**config.mk**
```make
export PLATFORM = sky130hd
export DESIGN_NAME = spi_regbank_periph
export DESIGN_NICKNAME = d
export VERILOG_FILES = /design/src/rtl/spi_pkg.sv /design/src/rtl/spi_sync_edge.sv /design/src/rtl/spi_regbank_periph.sv
export SDC_FILE = /design/constraint.sdc
export NUM_CORES = 1
export LEC_CHECK = 0
export ABC_CLOCK_PERIOD_IN_PS = 23800
export CORE_AREA = 5 5 412 414
export DETAILED_ROUTE_END_ITERATION = 10
export DIE_AREA = 0 0 417 419
export SETUP_SLACK_MARGIN = 0.1
export SLEW_MARGIN = 5
export SYNTH_ARGS = -nofsm -noshare
export SYNTH_HDL_FRONTEND = slang
export SYNTH_SLANG_ARGS = --single-unit
```
**constraint.sdc**
```tcl
create_clock -name iclk -period 23.8 [get_ports iclk]
set_clock_uncertainty 0.15 [all_clocks]
set_input_delay 4.76 -clock iclk [delete_from_list [all_inputs] [get_ports iclk]]
set_output_delay 4.76 -clock iclk [all_outputs]
set_load 0.005 [all_outputs]
```
**src/rtl/spi_pkg.sv**
```systemverilog
// Shared types for the SPI register-bank peripheral: frame FSM states and read-source selection.
package spi_pkg;

    typedef enum logic [1:0] {IDLE, CMD, DATA} state_e;

    typedef enum logic [1:0] {SRC_REG, SRC_RO, SRC_ZERO} rd_src_e;

    // Where a read of `addr` takes its value from.
    function automatic rd_src_e rd_sel(input int addr, input int n_regs, input logic is_ro);
        if (addr >= n_regs) return SRC_ZERO;
        return is_ro ? SRC_RO : SRC_REG;
    endfunction

endpackage

```
**src/rtl/spi_sync_edge.sv**
```systemverilog
// 2-FF synchronizer for an asynchronous pin, with single-cycle rise/fall pulses.
// Latency: pulse visible 2 clk after the pin is first sampled; no backpressure.
module spi_sync_edge #(
    parameter logic RST_VAL = 1'b0
) (
    input  logic clk,
    input  logic rst,
    input  logic d,
    output logic rise,
    output logic fall
);

    logic meta;
    logic sync;
    logic sync_d;

    always_ff @(posedge clk or posedge rst) begin
        if (rst) begin
            meta   <= RST_VAL;
            sync   <= RST_VAL;
            sync_d <= RST_VAL;
        end else begin
            meta   <= d;
            sync   <= meta;
            sync_d <= sync;
        end
    end

    assign rise = sync & ~sync_d;
    assign fall = ~sync & sync_d;

endmodule

```
**src/rtl/spi_regbank_periph.sv**
```systemverilog
// SPI slave register bank: command byte {wr, addr} then auto-incrementing data bytes, all on iclk.
// Latency: register write commits 1 iclk after the last synced sclk rise; no backpressure (SPI master paces).
module spi_regbank_periph
    import spi_pkg::*;
#(
    parameter int                DATA_W       = 8,
    parameter int                ADDR_W       = 7,
    parameter int                N_REGS       = 66,
    parameter logic [N_REGS-1:0] RO_MASK      = '0,
    parameter int                INST_ADDR    = 2,
    parameter int                IDLE_TIMEOUT = 1024
) (
    input  logic                     iclk,
    input  logic                     rst,
    input  logic                     sclk,
    input  logic                     csn,
    input  logic                     serial_in,
    output logic                     serial_out,
    input  logic [N_REGS*DATA_W-1:0] ro_d,
    output logic [N_REGS*DATA_W-1:0] reg_q,
    output logic                     inst_strobe,
    output logic [DATA_W-1:0]        inst_code,
    output logic                     frame_err
);

    localparam int                BC_W       = $clog2(DATA_W);
    localparam int                TMO_W      = $clog2(IDLE_TIMEOUT);
    localparam int                CMD_WR_BIT = DATA_W - 1;
    localparam logic [BC_W-1:0]   BIT_LAST   = BC_W'(DATA_W - 1);
    localparam logic [TMO_W-1:0]  TMO_LAST   = TMO_W'(IDLE_TIMEOUT - 1);
    localparam logic [ADDR_W-1:0] ADDR_LAST  = ADDR_W'(N_REGS - 1);

    state_e              state, state_nxt;
    logic                sclk_rise, sclk_fall, csn_rise, csn_fall;
    logic                sin_meta, sin_s;
    logic [BC_W-1:0]     bit_cnt;
    logic [TMO_W-1:0]    tmo_cnt;
    logic [ADDR_W-1:0]   addr, addr_nxt;
    logic                wr, wr_ok, commit, tmo_exp;
    logic                cmd_done, byte_done, frame_err_nxt;
    logic [DATA_W-1:0]   shift_in, shift_out, byte_in;
    logic [DATA_W-1:0]   regs [N_REGS];

    spi_sync_edge #(.RST_VAL(1'b0)) u_sclk_sync (
        .clk(iclk), .rst(rst), .d(sclk), .rise(sclk_rise), .fall(sclk_fall)
    );

    spi_sync_edge #(.RST_VAL(1'b1)) u_csn_sync (
        .clk(iclk), .rst(rst), .d(csn), .rise(csn_rise), .fall(csn_fall)
    );

    // Same 2-stage depth as the sclk path so data lines up with the rise pulse.
    always_ff @(posedge iclk or posedge rst) begin
        if (rst) begin
            sin_meta <= 1'b0;
            sin_s    <= 1'b0;
        end else begin
            sin_meta <= serial_in;
            sin_s    <= sin_meta;
        end
    end

    function automatic logic ro_at(input logic [ADDR_W-1:0] a);
        return (int'(a) < N_REGS) ? RO_MASK[a] : 1'b0;
    endfunction

    function automatic logic [DATA_W-1:0] rd_val(input logic [ADDR_W-1:0] a);
        case (rd_sel(int'(a), N_REGS, ro_at(a)))
            SRC_RO:  return ro_d[int'(a)*DATA_W +: DATA_W];
            SRC_REG: return regs[a];
            default: return '0;
        endcase
    endfunction

    assign byte_in  = {shift_in[DATA_W-2:0], sin_s};
    assign addr_nxt = (addr == ADDR_LAST) ? '0 : addr + 1'b1;
    assign wr_ok    = wr && (rd_sel(int'(addr), N_REGS, ro_at(addr)) == SRC_REG);
    assign tmo_exp  = (state != IDLE) && !sclk_rise && !sclk_fall && (tmo_cnt == TMO_LAST);

    always_ff @(posedge iclk or posedge rst) begin
        if (rst) state <= IDLE;
        else     state <= state_nxt;
    end

    always_comb begin
        state_nxt     = state;
        frame_err_nxt = 1'b0;
        cmd_done      = 1'b0;
        byte_done     = 1'b0;
        if (csn_rise) begin
            state_nxt     = IDLE;
            frame_err_nxt = (state != IDLE) && (bit_cnt != '0);
        end else if (csn_fall) begin
            state_nxt = CMD;
        end else if (tmo_exp) begin
            state_nxt     = IDLE;
            frame_err_nxt = 1'b1;
        end else if (sclk_rise && bit_cnt == BIT_LAST) begin
            if (state == CMD) begin
                state_nxt = DATA;
                cmd_done  = 1'b1;
            end else if (state == DATA) begin
                byte_done = 1'b1;
            end
        end
    end

    always_ff @(posedge iclk or posedge rst) begin
        if (rst) begin
            bit_cnt     <= '0;
            tmo_cnt     <= '0;
            addr        <= '0;
            wr          <= 1'b0;
            shift_in    <= '0;
            shift_out   <= '0;
            serial_out  <= 1'b0;
            commit      <= 1'b0;
            inst_strobe <= 1'b0;
            inst_code   <= '0;
            frame_err   <= 1'b0;
            for (int i = 0; i < N_REGS; i++) regs[i] <= '0;
        end else begin
            frame_err   <= frame_err_nxt;
            inst_strobe <= 1'b0;
            commit      <= byte_done;
            if (state_nxt == IDLE || csn_fall) begin
                bit_cnt <= '0;
                tmo_cnt <= '0;
                if (csn_fall) serial_out <= 1'b0;
            end else begin
                tmo_cnt <= (sclk_rise || sclk_fall) ? '0 : tmo_cnt + 1'b1;
                if (sclk_rise) begin
                    shift_in <= byte_in;
                    bit_cnt  <= (bit_cnt == BIT_LAST) ? '0 : bit_cnt + 1'b1;
                end
                if (sclk_fall) begin
                    serial_out <= (state == DATA) && shift_out[DATA_W-1];
                    shift_out  <= shift_out << 1;
                end
                if (cmd_done) begin
                    wr        <= byte_in[CMD_WR_BIT];
                    addr      <= byte_in[ADDR_W-1:0];
                    shift_out <= byte_in[CMD_WR_BIT] ? '0 : rd_val(byte_in[ADDR_W-1:0]);
                end
            end
            // A completed byte commits even if csn has already risen.
            if (commit) begin
                if (wr_ok) begin
                    regs[addr] <= shift_in;
                    if (int'(addr) == INST_ADDR) begin
                        inst_strobe <= 1'b1;
                        inst_code   <= shift_in;
                    end
                end
                addr <= addr_nxt;
                if (!wr) shift_out <= rd_val(addr_nxt);
            end
        end
    end

    for (genvar i = 0; i < N_REGS; i++) begin : g_reg_q
        assign reg_q[i*DATA_W +: DATA_W] = RO_MASK[i] ? '0 : regs[i];
    end

endmodule

```
# Word-level counts from Yosys, hierarchy flattened
# Memory sizes are Yosys's and may differ from the RTL's.
# Cells that the tools add are included.
word_totals:
  output_inout_bits: 539
  mem_count: 3
  ram_bits: 0
  register_bits: 587
  latchBits: 0
  input_bits: 533
  rom_bits: 384
mem_list:
  columns: ["name", "depth", "width", "rd", "rd_clocked_by_memory_dff", "wr", "line", "source"]
  rows:
  - ["(no name shown)", 128, 1, 1, 0, 0, "spi_regbank_periph.sv:64", "return (int'(a) < N_REGS) ? RO_MASK[a] : 1'b0;"]
  - ["(no name shown)", 128, 1, 1, 0, 0, "spi_regbank_periph.sv:64", null]
  - ["(no name shown)", 128, 1, 1, 0, 0, "spi_regbank_periph.sv:64", null]
classes:
  n_lt_le_gt_ge: 13
  n_reduce_logical: 27
  div_mod_pow: 0
  add_sub_neg: 3
  n_mul: 0
  n_eq_ne: 10
  bitwise_logic: 12
  muxes: 77
  n_shift: 2
ops:
  columns: ["operator", "count"]
  rows:
  - ["$shiftx A528 B11 Y8", 2]
  - ["$bwmux W528", 1]
  - ["$bmux W8 S7", 2]
  - ["$mux W8", 11]
  - ["$demux W8 S7", 1]
  - ["$mux W1", 36]
  - ["$pmux W8 S2", 2]
  - ["$mux W2", 15]
  - ["$mux W7", 4]
  - ["$ge A8 B8 Y1 const B", 3]
  - ["$lt A7 B8 Y1 const B", 3]
  - ["$not A7 Y8", 3]
  - ["$ge A7 B7 Y1 const B", 3]
  - ["$lt A7 B7 Y1 const B", 3]
  - ["$mux W10", 2]
  - ["$add A10 B1 Y10 const B", 1]
  - ["$eq A10 B10 Y1 const B", 1]
  - ["$reduce_and A2 Y1", 5]
  - ["$mux W3", 3]
  - ["$logic_and A1 B1 Y1", 8]
  - ["$logic_not A2 Y1", 4]
  - ["$lt A8 B1 Y1 const B", 1]
  - ["$reduce_bool A2 Y1", 4]
  - ["$add A7 B1 Y7 const B", 1]
  - ["other kinds (13)", 25]

# Depth between registers and ports, before layout
logic_depth:
  word_depth: 22
  mapped_depth: 16
  ltp_nobuf: 9

# Hierarchy
# Synthesis repeated with hierarchy kept, for this count alone.
hier_totals:
  hier_cells: 2692
  hier_area_um2: 31348.8
modules_own_cells:
  columns: ["module", "cells_each", "instances", "seq_area_each_um2", "area_each_um2"]
  rows:
  - ["spi_regbank_periph", 2680, 1, 14538.9, 31157.4]
  - ["spi_sync_edge at u_csn_sync", 6, 1, 78.8, 97.6]
  - ["spi_sync_edge at u_sclk_sync", 6, 1, 75.1, 93.8]

# Least setup slack after synthesis
# Ideal clock, no wire load.
synth_timing:
  kind: "register to output"
  start: "reg regs, in the netlist reg_q[64]"
  end: "out reg_q[64]"
  t_arrival_ns: 0.387
  stages_incl_launch_ff: 1
  path_slack_ns: 18.503
  required_time_ns: 18.890
  path_cell_list: "dfrtp_1"
synth_rtl:
  columns: ["element", "line", "source"]
  rows:
  - ["start, declared", "spi_regbank_periph.sv:42", "logic [DATA_W-1:0] regs [N_REGS];"]
  - ["start signal, assigned by index", "spi_regbank_periph.sv:149", "regs[addr] <= shift_in;"]
  - ["end, declared", "spi_regbank_periph.sv:20", "output logic [N_REGS*DATA_W-1:0] reg_q,"]
# No word-level cell between the ends.

==> impl_metrics.ini <==
[outcome]
run_status = finished clean

[logic_synthesis]
synthFlopType = dfrtp_1
yosys_warnings = 0
synth_edf_count = 0
synth_area_leaders = dfrtp_1, mux2_2, mux4_2, mux2i_1, nand2_1
yosysTopAreaCell = dfrtp_1
synth_top_area_share = 0.459
synthCells = 2506
synth.cell_area_um2 = 31800
avgSynthCellArea_um2 = 12.7
synth_nets = 3048
synth-seq-cells = 587
ys_seq_area_frac = 0.462
synthArstFlopShare = 1.00
ys_types = 81

[cts]
path_clk_slew_ns = 0.07
root_buffer = clkbuf_16
cts_resized = 0
cts.path.max_buffers = 3
cts_setup_buffers = 0
tritoncts = done
h-tree-depth = 2
cts_sinks = 587
numCtsBuffers = 60
clock_latency_ns = 0.66
hold_buffers = 0

[routing]
detail-route-antenna-nets = 0
vias = 26296
drt_iter0_markers = 2829
route.detailed.drc = 0
vias_per_cell = 5.01
wl_per_cell_um = 33.5
drt-total-wl_mm = 176
dr.pass1.iters = 7

[floorplanning]
initial_core_util = 0.192
core-area_um2 = 166000
rows = 150
die_area_um2 = 175000
die_h_um = 419
ios = 1072
die_w_um = 417

[timing]
fin_crit_sh = 0.320
rsz0062_at_grt = false
finalSetupViolCount = 0
drv_slew = 0
fmax_mhz = 131
fin_crit_ns = 7.61
layout_setup_ws_ns = 16.19
slew-limit-headroom = 0.179
final-hold-violation-count = 0
worst_pin_slew_ns = 1.23
fin_tns_setup_ns = 0

[grt]
grtUsageTotal = 0.193
grt_pass1_vias = 25644
antenna_found_initial = 6
grt_max_degree = 175
overflow = 0
grt_pass1_wl_mm = 235

[worst_setup_path]
r2r-start = addr[1]$_DFFE_PP0P_
critPathMaxFanout = 151
crit_type = in -> async
cp_num_buf_inv = 5
start_kind = input pin
slowest_stage = buf_4
crit_chain = clkdlybuf4s50_1 > inv_8 > buf_4 > buf_12 > buf_4
critPathMaxStageDelay_ns = 0.73
endpoint_kind = async pin
r2r_slack_ns = 17.96
worstPathArrival_ns = 8.15
crit_top_cell = buf_4
crit_family = buffers and inverters
required_ns = 24.35
r2r_cells = 10
r2r_end = shift_out[5]$_DFF_PP0_
path_depth = 5

[finish]
areaGrowthSynthToFinish_pct = 31.6
finish.instance_area_um2 = 41900
drive_above_1_share = 0.321
final_cell_mix = dfrtp_1, mux2_2, clkdlybuf4s50_1, mux4_2, nand2_1
nets = 3537
n_fill_cell = 17477
final_common_cell = dfrtp_1

[place]
dp_slack_ns = 15.37
dp_hpwl_mm = 130
portBuffers = 543
gp_congestion = 0.940
placed_cell_area_um2 = 40000

[power]
leakage_nw = 17.2
power_density_nw_per_um2 = 54.9
total_power_w = 0.00230
ir_drop_mv = 0.0615

[flow_run]
max_cap_violations = 0

[worst_hold_path]
min_path_type = reg -> reg
hold_path_depth = 0
min_from = sin_meta$_DFF_PP0_
whs_endpoint = sin_s$_DFF_PP0_
through the flow:
stage / cells / hold WS (ns) / util
floorplan: 2506 / 0.181 / -
global placement: 5137 / 0.190 / 0.241
detailed placement: 5137 / 0.188 / 0.241
CTS: 5246 / 0.203 / 0.252
global route: 5246 / 0.205 / 0.252
finish: 5249 / 0.200 / 0.252
how the worst max path moves through the flow:
stage | slack (ns) | startpoint | endpoint
3_5_place_dp | 15.37 | rst | reg_q[492]$_DFFE_PP0P_
6_report | 16.19 | rst | reg_q[169]$_DFFE_PP0P_
2_1_floorplan | 2.47 | rst | addr[0]$_DFFE_PP0P_
5_1_grt | 15.72 | rst | reg_q[428]$_DFFE_PP0P_
4_1_cts | 16.08 | rst | reg_q[428]$_DFFE_PP0P_
3_3_place_gp | 15.40 | rst | reg_q[492]$_DFFE_PP0P_
layout make-up:
type	instances	area, um2	area share
Antenna cell	3	7.51	0.000179
Clock buffer	86	1670	0.0399
Clock inverter	23	214	0.00511
Inverter	16	67.6	0.00161
Multi-Input combinational cell	1698	16300	0.389
Sequential cell	587	14700	0.351
Tap cell	2204	2760	0.0659
Timing Repair Buffer	632	6130	0.146
synth_stat cells (17+ instances only):
cell / count
a211oi_1: 23
a21oi_1: 55
a22oi_1: 17
a31oi_1: 18
buf_2: 60
clkbuf_1: 118
dfrtp_1: 584
mux2_2: 547
mux2i_1: 118
mux4_2: 157
nand2_1: 142
nand2_2: 28
nand3_1: 24
nor2_1: 105
nor3_1: 38
o21ai_0: 99
o221ai_1: 34
o22ai_1: 56
metal layers:
layer	wire, um	vias up	global-route usage
met5	34	-	0
met1	60500	13848	0.209
li1	-	10571	-
met2	82200	1425	0.316
met4	17400	4	0.150
met3	15800	448	0.0596
power by group:
part           internal (W)  switching [W]  total (W)
logic             0.0000737       0.000227   0.000301
clock network      0.000519       0.000437   0.000956
registers           0.00101      0.0000358    0.00104
total               0.00160       0.000700    0.00230
registers in the layout, indices dropped and copies added (netlist names), 2 cells and up:
register,cells
bit_cnt,3
inst_code,8
reg_q,528
state,2
tmo_cnt,10
shift_out,8
shift_in,8
addr,7
cell families (layout without fill, tap and decap cells):
group,count (synthesis),in the layout,synth area share
fa+ha+maj,10,10,0.00385
compound gates,419,419,0.0905
mux,823,823,0.342
simple gates,427,427,0.0662
other cells,0,3,0
flops,587,587,0.462
xor+xnor,19,19,0.00523
buf+inv,221,757,0.0302
Note: power is estimated with default switching activity, not from simulation.
